[config.mk]
export PLATFORM = sky130hd
export DESIGN_NAME = button_conditioner
export DESIGN_NICKNAME = d
export VERILOG_FILES = /design/src/rtl/button_pkg.sv /design/src/rtl/button_conditioner_ch.sv /design/src/rtl/button_conditioner.sv
export SDC_FILE = /design/constraint.sdc
export NUM_CORES = 1
export LEC_CHECK = 0
export ABC_CLOCK_PERIOD_IN_PS = 2600
export CAP_MARGIN = 5
export CORE_ASPECT_RATIO = 1.25
export CORE_MARGIN = 2
export CORE_UTILIZATION = 35
export DETAILED_ROUTE_END_ITERATION = 10
export GPL_TIMING_DRIVEN = 0
export PLACE_DENSITY = 0.48
export SLEW_MARGIN = 20
export SYNTH_ARGS = -nofsm -noshare
export SYNTH_HDL_FRONTEND = slang
export SYNTH_SLANG_ARGS = --single-unit
[constraint.sdc]
create_clock -name clk -period 2.6 [get_ports clk]
set_input_delay 0.65 -clock clk [delete_from_list [all_inputs] [get_ports clk]]
set_output_delay 0.65 -clock clk [all_outputs]
set_load 0.01 [all_outputs]
[src/rtl/button_pkg.sv]
// button_pkg: button index constants and 100 MHz board defaults for the button conditioner.
package button_pkg;
    localparam int BTN_UP    = 0;
    localparam int BTN_LEFT  = 1;
    localparam int BTN_RIGHT = 2;
    localparam int BTN_DOWN  = 3;

    // 10 ms debounce, 500 ms first repeat, 100 ms repeat period at 100 MHz
    localparam int DEBOUNCE_CYCLES_DEF = 1_000_000;
    localparam int REPEAT_DELAY_DEF    = 50_000_000;
    localparam int REPEAT_PERIOD_DEF   = 10_000_000;

    function automatic int max_i(int a, int b);
        return (a > b) ? a : b;
    endfunction
endpackage

[src/rtl/button_conditioner_ch.sv]
// button_conditioner_ch: one channel - 2-flop sync, stability-counter debounce, press/release pulses.
// Auto-repeat of the press pulse is built only when BUTTON_AUTOREPEAT_EN is defined.
module button_conditioner_ch
    import button_pkg::*;
#(
    parameter int DEBOUNCE_CYCLES = DEBOUNCE_CYCLES_DEF,
    parameter int REPEAT_DELAY    = REPEAT_DELAY_DEF,
    parameter int REPEAT_PERIOD   = REPEAT_PERIOD_DEF
) (
    input  logic clk,
    input  logic resetn,
    input  logic raw_i,
    output logic level_o,
    output logic press_o,
    output logic release_o
);
    localparam int CW = $clog2(DEBOUNCE_CYCLES + 1);

    logic          sync1_q, sync2_q, stable_q, stable_d;
    logic          press_q, press_d, rel_q, rel_d, hit;
    logic [CW-1:0] cnt_q, cnt_d;

    always_comb begin
        hit      = (sync2_q != stable_q) && (cnt_q == CW'(DEBOUNCE_CYCLES - 1));
        cnt_d    = (sync2_q == stable_q || hit) ? '0 : cnt_q + 1'b1;
        stable_d = stable_q ^ hit;
        rel_d    = hit & stable_q;
    end

`ifdef BUTTON_AUTOREPEAT_EN
    localparam int RW = $clog2(max_i(REPEAT_DELAY, REPEAT_PERIOD) + 1);

    logic [RW-1:0] rep_q, rep_d;
    logic          first_q, first_d, rep_hit;

    // a repeat landing on the falling edge is dropped: !hit while stable_q is high
    always_comb begin
        rep_hit = stable_q && !hit &&
                  ((rep_q + 1'b1) == (first_q ? RW'(REPEAT_DELAY) : RW'(REPEAT_PERIOD)));
        rep_d   = (hit || rep_hit || !stable_q) ? '0 : rep_q + 1'b1;
        first_d = hit ? ~stable_q : (first_q & ~rep_hit);
        press_d = (hit & ~stable_q) | rep_hit;
    end

    always_ff @(posedge clk or negedge resetn) begin
        if (!resetn) begin
            rep_q   <= '0;
            first_q <= 1'b0;
        end else begin
            rep_q   <= rep_d;
            first_q <= first_d;
        end
    end
`else
    assign press_d = hit & ~stable_q;
`endif

    always_ff @(posedge clk or negedge resetn) begin
        if (!resetn) begin
            sync1_q  <= 1'b0;
            sync2_q  <= 1'b0;
            stable_q <= 1'b0;
            cnt_q    <= '0;
            press_q  <= 1'b0;
            rel_q    <= 1'b0;
        end else begin
            sync1_q  <= raw_i;
            sync2_q  <= sync1_q;
            stable_q <= stable_d;
            cnt_q    <= cnt_d;
            press_q  <= press_d;
            rel_q    <= rel_d;
        end
    end

    assign level_o   = stable_q;
    assign press_o   = press_q;
    assign release_o = rel_q;
endmodule

[src/rtl/button_conditioner.sv]
// button_conditioner: N_BUTTONS independent debounced channels with press/release one-shots.
// Optional auto-repeat on button_press via BUTTON_AUTOREPEAT_EN.
module button_conditioner
    import button_pkg::*;
#(
    parameter int N_BUTTONS       = 4,
    parameter int DEBOUNCE_CYCLES = DEBOUNCE_CYCLES_DEF,
    parameter int REPEAT_DELAY    = REPEAT_DELAY_DEF,
    parameter int REPEAT_PERIOD   = REPEAT_PERIOD_DEF
) (
    input  logic                 clk,
    input  logic                 resetn,
    input  logic [N_BUTTONS-1:0] button_raw,
    output logic [N_BUTTONS-1:0] button_level,
    output logic [N_BUTTONS-1:0] button_press,
    output logic [N_BUTTONS-1:0] button_release
);
    for (genvar i = 0; i < N_BUTTONS; i++) begin : g_ch
        button_conditioner_ch #(
            .DEBOUNCE_CYCLES(DEBOUNCE_CYCLES),
            .REPEAT_DELAY   (REPEAT_DELAY),
            .REPEAT_PERIOD  (REPEAT_PERIOD)
        ) u_ch (
            .clk      (clk),
            .resetn   (resetn),
            .raw_i    (button_raw[i]),
            .level_o  (button_level[i]),
            .press_o  (button_press[i]),
            .release_o(button_release[i])
        );
    end
endmodule

# Yosys cells after proc, flatten, opt, wreduce, memory -nomap -nowiden
# Cells that the tools add are included.
[totals] reg_bits=100 in_bits=6
[classes] n_addsub=4 n_eq_ne=12 muxes=4 bitwise_logic=16 n_reduce_logical=8
[ops] operator="adder 20 x 1 -> 20 bit, second input constant" count=4
[ops] operator="== test 20 bit, second input constant" count=4
[ops] operator="2-to-1 mux 20 bit" count=4
[ops] operator="AND 1 bit" count=8
[ops] operator="== test 1 bit" count=4
[ops] operator="logical AND 1 bit" count=4
[ops] operator="logical OR 1 bit" count=4
[ops] operator="!= test 1 bit" count=4
[ops] operator="NOT 1 bit" count=4
[ops] operator="bitwise XOR 1 bit" count=4

# Longest topological paths before layout
# Gate-level depths: netlist of the first run.
[depth] depth_word=4 ltp_mapped=6 depth_no_buf=5

# Modules after synthesis
# Synthesis of the first run repeated with hierarchy kept, for this count alone.
[hier_totals] cells_unflattened=437 area_unflattened_um2=4722.0
[modules_own_cells] module="button_conditioner_ch (g_ch[0].u_ch ...)" n_inst=3 cells_each=108 area_each_um2=1181.1 seq_area_each_um2=625.6
[modules_own_cells] module="button_conditioner_ch (g_ch[1].u_ch)" n_inst=1 cells_each=113 area_each_um2=1178.6 seq_area_each_um2=625.6

# Worst setup path before layout of the first run
# Ideal clock, no wire load.
[synth_path] path_kind="register to register" from="register g_ch[3].u_ch.cnt_q[0]" to="register g_ch[3].u_ch.cnt_q[18]" setup_time_ns=0.078 arrival_ns=1.853 t_required_ns=2.522 path_slack_ns=0.669 stages_incl_launch_ff=6 path_buffers=0 synth_period_minus_slack_ns=1.931 path_cell_list="dfrtp_1 -> ha_1 -> nand2_1 -> or4_4 -> or4_1 -> a21oi_1"
[synth_between] elab_chain_len=4 elab_cells_between_ends=5 cone_classes="add/sub (1); eq/ne (1); mux (1); reduce/logical (2)"
[synth_rtl] item="from (decl)" line_no="button_conditioner_ch.sv:21" source="logic [CW-1:0] cnt_q, cnt_d;"
[synth_rtl] item="from (signal assigned)" line_no="button_conditioner_ch.sv:70" source="cnt_q <= cnt_d;"
[synth_rtl] item="parallel branches: the longest is 3 deep, another holds adder 20 x 1 -> 20 bit"
[synth_rtl] item="2-to-1 mux 20 bit (*)" line_no="button_conditioner_ch.sv:25" source="cnt_d = (sync2_q == stable_q || hit) ? '0 : cnt_q + 1'b1;"
[synth_rtl] item="named net g_ch[3].u_ch.cnt_d[18]" line_no="button_conditioner_ch.sv:21"
# Mark *: on every way through the listed nets, which the timed path passes.

# Final worst setup path of the first run
[layout_path] from="register g_ch[3].u_ch.cnt_q[8]" to="register g_ch[3].u_ch.cnt_q[4]"
[layout_between] elab_chain_len=4
[layout_rtl] item="== test 20 bit" line_no="button_conditioner_ch.sv:24" source="hit = (sync2_q != stable_q) && (cnt_q == CW'(DEBOUNCE_CYCLES - 1));"
[layout_rtl] item="logical AND 1 bit" line_no="button_conditioner_ch.sv:24"
[layout_rtl] item="logical OR 1 bit" line_no="button_conditioner_ch.sv:25"
[layout_rtl] item="2-to-1 mux 20 bit" line_no="button_conditioner_ch.sv:25"
[layout_rtl] item="named net g_ch[3].u_ch.cnt_d[4]" line_no="button_conditioner_ch.sv:21"
# The timed path passes the listed nets, and every way through them passes these cells.

==> results of run 1 <==
-- worst paths after layout --
check / end / depth (start not counted)
setup / recovery: g_ch[3].u_ch.cnt_q[4] / 5
hold reg to reg: g_ch[0].u_ch.sync2_q / 0
min in group clk: g_ch[0].u_ch.sync2_q / 0
hold / removal: g_ch[1].u_ch.cnt_q[16] / 1
setup reg to reg: g_ch[3].u_ch.cnt_q[4] / 5
max in group asynchronous: g_ch[2].u_ch.cnt_q[12] / 2
-- layout make-up --
type | instances | area share (%)
Buffer | 19 | 2.21
Clock inverter | 7 | 1.75
Multi-Input combinational cell | 326 | 37.9
Clock buffer | 9 | 4.10
Tap cell | 171 | 3.89
Timing Repair Buffer | 18 | 3.62
Sequential cell | 100 | 45.5
Inverter | 14 | 0.956
-- synthesized netlist by cell type, types with 2 or more instances --
| library cell | number | area share [%] |
|---|---|---|
| or3_1 | 6 | 0.79 |
| o21ai_0 | 4 | 0.42 |
| o31ai_1 | 9 | 1.4 |
| nand3_1 | 27 | 2.8 |
| nor4b_1 | 2 | 0.37 |
| ha_1 | 4 | 1.1 |
| clkbuf_1 | 3 | 0.24 |
| nor2_1 | 68 | 5.4 |
| o31ai_4 | 2 | 0.89 |
| buf_4 | 12 | 1.9 |
| mux2_2 | 4 | 0.95 |
| nor3_1 | 16 | 1.7 |
| buf_2 | 4 | 0.42 |
| o221ai_1 | 2 | 0.37 |
| xnor2_1 | 41 | 7.5 |
| mux2i_1 | 2 | 0.42 |
| nand2_1 | 18 | 1.4 |
| dfrtp_1 | 100 | 53 |
| and2_1 | 4 | 0.53 |
| xor2_1 | 16 | 2.9 |
| and4_1 | 2 | 0.37 |
| a21oi_1 | 16 | 1.7 |
| or4_1 | 10 | 1.6 |
| nor3b_1 | 8 | 1.3 |
| or2_2 | 3 | 0.39 |
| or4b_1 | 2 | 0.42 |
| nand4_1 | 17 | 2.2 |
| and3_1 | 10 | 1.3 |
| nor4_1 | 16 | 2.1 |
| nor4bb_1 | 3 | 0.63 |
| inv_1 | 14 | 1.1 |
-- routing by layer --
layer  up-vias  track usage, %  share of wire, %
met5         -               0                 0
li1       1674               -                 -
met1      1660            18.4                48
met3        11            2.33               1.8
met4         0            6.84               2.3
met2        27            22.4                48
-- state kept, by name, indices dropped and copies added (netlist names), named ones only --
| name | flops |
|---|---|
| g_ch.u_ch.release_o | 4 |
| g_ch.u_ch.sync2_q | 4 |
| g_ch.u_ch.press_o | 4 |
| g_ch.u_ch.sync1_q | 4 |
| g_ch.u_ch.cnt_q | 80 |
-- cell families after synthesis --
family / Yosys count
AND/OR/NAND/NOR: 220
flip-flops: 100
XOR/XNOR: 57
AO/OA/AOI/OAI: 39
buffers and inverters: 33
multiplexers: 6
adder cells (fa/ha/maj): 4
-- critical path: stages (launching register included) --
cell	delay, ps
dfrtp_1	450
nor4b_1	470
nand4b_1	180
o31ai_2	670
buf_2	350
nor2_1	80
-- metrics by stage --
stage          TNS, ps  setup WS, ps  cell area [um2]
6_report             0           303             5500
2_1_floorplan        0           669             4760
5_1_grt              0          35.1             5500
3_3_place_gp   -300260         -3010             5150
4_1_cts              0           283             5500
3_5_place_dp         0           290             5170
-- cells in the final DEF (no fill, tap or decap), types with 3 or more instances in the layout --
master / netlist / routed
a21oi_1: 16 / 16
and2_1: 4 / 4
and3_1: 10 / 10
buf_2: 4 / 4
buf_4: 12 / 12
clkbuf_1: 3 / 3
clkbuf_16: 0 / 9
clkdlybuf4s50_1: 0 / 16
dfrtp_1: 100 / 100
ha_1: 4 / 4
inv_1: 14 / 14
inv_6: 0 / 3
mux2_2: 4 / 4
nand2_1: 18 / 18
nand3_1: 27 / 27
nand4_1: 17 / 17
nor2_1: 68 / 68
nor3_1: 16 / 16
nor3b_1: 8 / 8
nor4_1: 16 / 16
nor4bb_1: 3 / 3
o21ai_0: 4 / 4
o31ai_1: 9 / 9
or2_2: 3 / 3
or3_1: 6 / 6
or4_1: 10 / 10
xnor2_1: 41 / 41
xor2_1: 16 / 16
-- power breakdown --
group	leakage (nW)	internal (mW)	switching, mW
clock network	0.161	0.851	0.621
logic	0.625	0.0321	0.0650
registers	1.37	1.58	0.0204
total	2.15	2.46	0.706
==> impl_results.md, run 1 <==
* Syn-to-layout area delta at 15.4%
* Multi-input gate area at 2090 um2
* Max frequency at 435 MHz
* Routed vias/inst at 5.08
* Register area share after synthesis at 52.5%
* Power per cell area at 576 nW/um2
* Status: complete, no violations
* Largest net degree at the start of global routing at 65
* RR Startpoint: g_ch[3].u_ch.cnt_q[8]
* Site Rows at 47
* Dpl cells at 648
* Root buf cell: clkbuf_16
* Main combinational cell family by area after synthesis: simple AND/OR/NAND/NOR gates
* PortBufs at 17
* Crit path DAT at 2530 ps
* Crit path from: g_ch[3].u_ch.cnt_q[8]
* Fin crit share at 88.3%
* Final min period at 2300 ps
* Compound-Gate Fraction of Synth Area at 5.89%
* Overflow after GRT at 0
* Core ar. at 13,300 um2
* Detailed-route via count at 3,372
* Cell area after synthesis at 4760 um2
* Slew HR at 47.4%
* Nets at 498
* Die Y at 134 um
* RePlAce Congestion at 0.769
* Drc violations at 0
* IO Pins at 18
* Layout fillers at 1,324
* Warnings from Yosys at 0
* Static leakage at 2.15 nW
* Worst Tran Pin Value at 784 ps
* Post-Synth Adder-Cell Area at 1.05%
* # hold bufs at CTS at 0
* Crit path capture type: flip-flop
* Flop2flop setup slack at 300 ps
* Max_cap viols at 0
* Mux cell area share after synthesis at 1.37%
* Overall power at 3.16 mW
* H-tree levels at 3
* Die Wd at 108 um
* Post-DP HPWL at 6110 um
* Layout Cells excl Fill at 664
* Post-Synthesis Cells at 459
* Slew Viols, Final at 0
* Clk_lat worst skew at 350 ps
* RSZ-0062 raised after global routing: false
* Global router's overall resource usage at 14.0%
* Worst hold slack at 191 ps
* Crit Path Max Fanout at 10
* Count of final hold-check violations at 0
* Register bit total from synthesis at 100
* Antenna Cells at 0
* Antenna-violating nets left at 0
* Post-CTS setup buffer count at 0
* Critical path type: reg2reg
* First-pass detailed-route iteration total at 4
* Simple-gate share of the synthesized area at 25.0%
* Clk_skew at 9.20 ps
* Clk sink count at 100
* VDD IR max at 0.000248 V
* Number of global-route vias before repair at 3,455
* TritonCTS clock tree: built
* Initial core utilization at 35.8%
* HP Class: in2async
* CTS clk-pin slew, worst paths at 70 ps
* Setup Viol. Count Final at 0
* Number of synthesized flops with an enable pin at 0
* Routed WL at 9110 um
* Mean post-synth cell area at 10.4 um2
* Most used DFF post-synth: dfrtp_1
* Synthesized Nets at 469
* Post-synthesis cell type count at 45
* Antenna violations before repair at 0
* Util after Layout at 41.4%
* Synth async-reset ratio at 100%
* Synth Area in XOR/XNOR at 10.5%
* Die ar. at 14,600 um2
* Startpoint Class: flip-flop
* CTS max path bufs at 2
* Post-CTS Resized at 0
* Iter 0 DRT Violations at 156
* Global-route wire length before repair at 16,300 um
* Reg area at 2500 um2
* Wire per inst at 13.7 um
* CTS buffer count at 9
* Share of layout cells above drive strength 1 at 9.53%
* CP required at 2830 ps
No activity file was read; power rests on OpenSTA's default activity.
==> run 2, diff against run 1 <==
- SYNTH_HIERARCHICAL: unset -> 1
==> run 2 against run 1 <==
Against the previous run:
- sequential power about the same
- combinational power is 4% higher
- final cell count fell by 3.6%
- area after synthesis down 0.84%
- sequential share of layout area up 0.40 points
==> impl_results.md, run 2 <==
* Status: complete, no violations
* Overall power at 3.13 mW
* Die ar. at 14,400 um2
* VDD IR max at 0.000228 V
* Critical path type: reg2reg
* Setup Viol. Count Final at 0
* Slew HR at 58.8%
* Initial core utilization at 35.7%
* Iter 0 DRT Violations at 88
* Final TNS setup at 0 ps
* Post-DP HPWL at 6450 um
* Clk_skew at 6.49 ps
* Most used DFF post-synth: dfrtp_1
* Routed vias/inst at 5.15
* Post-CTS setup buffer count at 0
* # hold bufs at CTS at 0
* Mean post-synth cell area at 10.8 um2
* Share of the synthesized area in the top cell type at 53.0%
* Syn-to-layout area delta at 15.4%
* Largest net degree at the start of global routing at 76
* Antenna violations before repair at 0
* Crit Path Max Fanout at 10
* Routed WL at 9430 um
* Final min period at 2140 ps
* Startpoint Class: flip-flop
* Max frequency at 468 MHz
* Overflow after GRT at 0
* PortBufs at 17
* Top reg by flops: g_ch.u_ch/cnt_q
* Cell area after synthesis at 4720 um2
* CTS buffer count at 9
* Cell with the most instances after synthesis: dfrtp_1
* Post-CTS Resized at 0
* Final Instance Area at 5450 um2
* Site Rows at 47
* Nets at 476
* Clk sink count at 100
* CTS max path bufs at 2
* Fin crit share at 82.2%
* Max_cap viols at 0
* Crit path capture type: flip-flop
* First-pass detailed-route iteration total at 4
* DP Area at 5130 um2
* Register bit total from synthesis at 100
* Yosys top cell by area: dfrtp_1
* Slew Viols, Final at 0
* Antenna Cells at 0
* HP Class: in2async
* Worst Tran Pin Value at 616 ps
* Detailed-route via count at 3,299
* CTS clk-pin slew, worst paths at 70 ps
* Number of global-route vias before repair at 3,420
* Warnings from Yosys at 6
* Number of synthesized flops with an enable pin at 0
* Post-synthesis cell type count at 34
* RR Startpoint: g_ch[1].u_ch/cnt_q[8]
* Commonest cells post-synth: dfrtp_1, nor2_1, xor2_1
* Layout fillers at 1,321
* Antenna-violating nets left at 0
* Count of final hold-check violations at 0
* Wire per inst at 14.7 um
* Commonest non-fill, non-tap cell in the layout: dfrtp_1
* Drc violations at 0
* H-tree levels at 3
* Synth async-reset ratio at 100%
* Share of layout cells above drive strength 1 at 10.2%
* RePlAce Congestion at 0.731
* Global-route wire length before repair at 16,400 um
* RSZ-0062 raised after global routing: false
* Post-Synthesis Cells at 437
* Root buf cell: clkbuf_16
* Crit path DAT at 2360 ps
* Static leakage at 2.26 nW
* Clk_lat worst skew at 340 ps
* Die Y at 134 um
* CP required at 2820 ps
* IO Pins at 18
* Max reg flops at 80
* R2R cell count at 5
* Power per cell area at 575 nW/um2
* Flop2flop setup slack at 460 ps
* Reg2reg end: g_ch[1].u_ch/cnt_q[14]
* Die Wd at 108 um
* TritonCTS clock tree: built
* Synth area leaders: dfrtp_1, xor2_1, nor2_1
* Most frequent cells in the layout: dfrtp_1, nor2_1, xor2_1
* Core ar. at 13,200 um2
* Synthesized Nets at 447
* Global router's overall resource usage at 14.1%
* Register area share after synthesis at 53.0%
-- run 2: changes by cell type in the layout (fill, tap and decap cells not counted), sizes merged, moves of 8 or more --
cell and change:
nor2 -13, and4 +8, nor4 -10, inv -11, xnor2 -28, nor3 -14, or3 +10, xor2 +24
-- run 2: cell type report --
| cell class | count | area, um2 | share of cell area (%) |
|---|---|---|---|
| multi-input cells | 319 | 2130 | 39.1 |
| repair buffers | 18 | 199 | 3.65 |
| flip-flops and latches | 100 | 2500 | 45.9 |
| inverters | 6 | 22.5 | 0.413 |
| clock buffers | 10 | 239 | 4.39 |
| plain buffers | 12 | 66.3 | 1.22 |
| well taps | 171 | 214 | 3.93 |
| clock inverters | 4 | 75.1 | 1.38 |
-- run 2: worst max-delay path by stage --
stage,slack [ps],startpoint,cells after the start,end
2_1_floorplan,760,g_ch[1].u_ch/cnt_q[10],4,flip-flop
3_3_place_gp,-3150,resetn,1,g_ch[0].u_ch/cnt_q[8]
3_5_place_dp,450,g_ch[1].u_ch/cnt_q[10],5,g_ch[1].u_ch/cnt_q[14]
4_1_cts,430,g_ch[1].u_ch/cnt_q[10],5,g_ch[1].u_ch/cnt_q[14]
5_1_grt,250,g_ch[1].u_ch/cnt_q[8],5,g_ch[1].u_ch/cnt_q[13]
6_report,460,g_ch[1].u_ch/cnt_q[8],5,g_ch[1].u_ch/cnt_q[14]
-- run 2: through the flow --
stage	setup WS [ps]	util, %	cells	hold WS [ps]
6_report	463	41.2	640	160
5_1_grt	250	41.2	640	169
4_1_cts	430	41.2	640	162
3_5_place_dp	446	38.8	626	335
3_3_place_gp	-3150	38.6	625	340
2_1_floorplan	764	-	437	331
-- run 2: critical path, stage by stage (launching register included) --
cell	delay (ps)
dfrtp_1	460
nor4_1	280
nand4_1	220
o41ai_4	630
buf_2	340
nor2_1	80
-- run 2: logic make-up (layout without fill, tap and decap cells) --
logic type	after synthesis	in the layout	synth area share (%)
simple gates	208	208	25.5
flops	100	100	53.0
compound gates	50	50	7.50
xor+xnor	53	53	9.83
buf+inv	18	50	1.88
fa+ha+maj	4	4	1.06
mux	4	4	1.19
-- run 2: report_power, final --
part	switching [mW]	internal (mW)	total, mW
combinational	0.0659	0.0352	0.101
clock	0.578	0.859	1.44
sequential	0.0190	1.58	1.60
total	0.663	2.47	3.13
-- run 2: per-layer routing --
layer  track usage, %  part of all wire, %  up-vias
met4             5.20                  1.6        0
met2             23.4                   48       30
met3             2.72                  2.1       11
met1             18.4                   48     1636
met5                0                    0        -
li1                 -                    -     1622
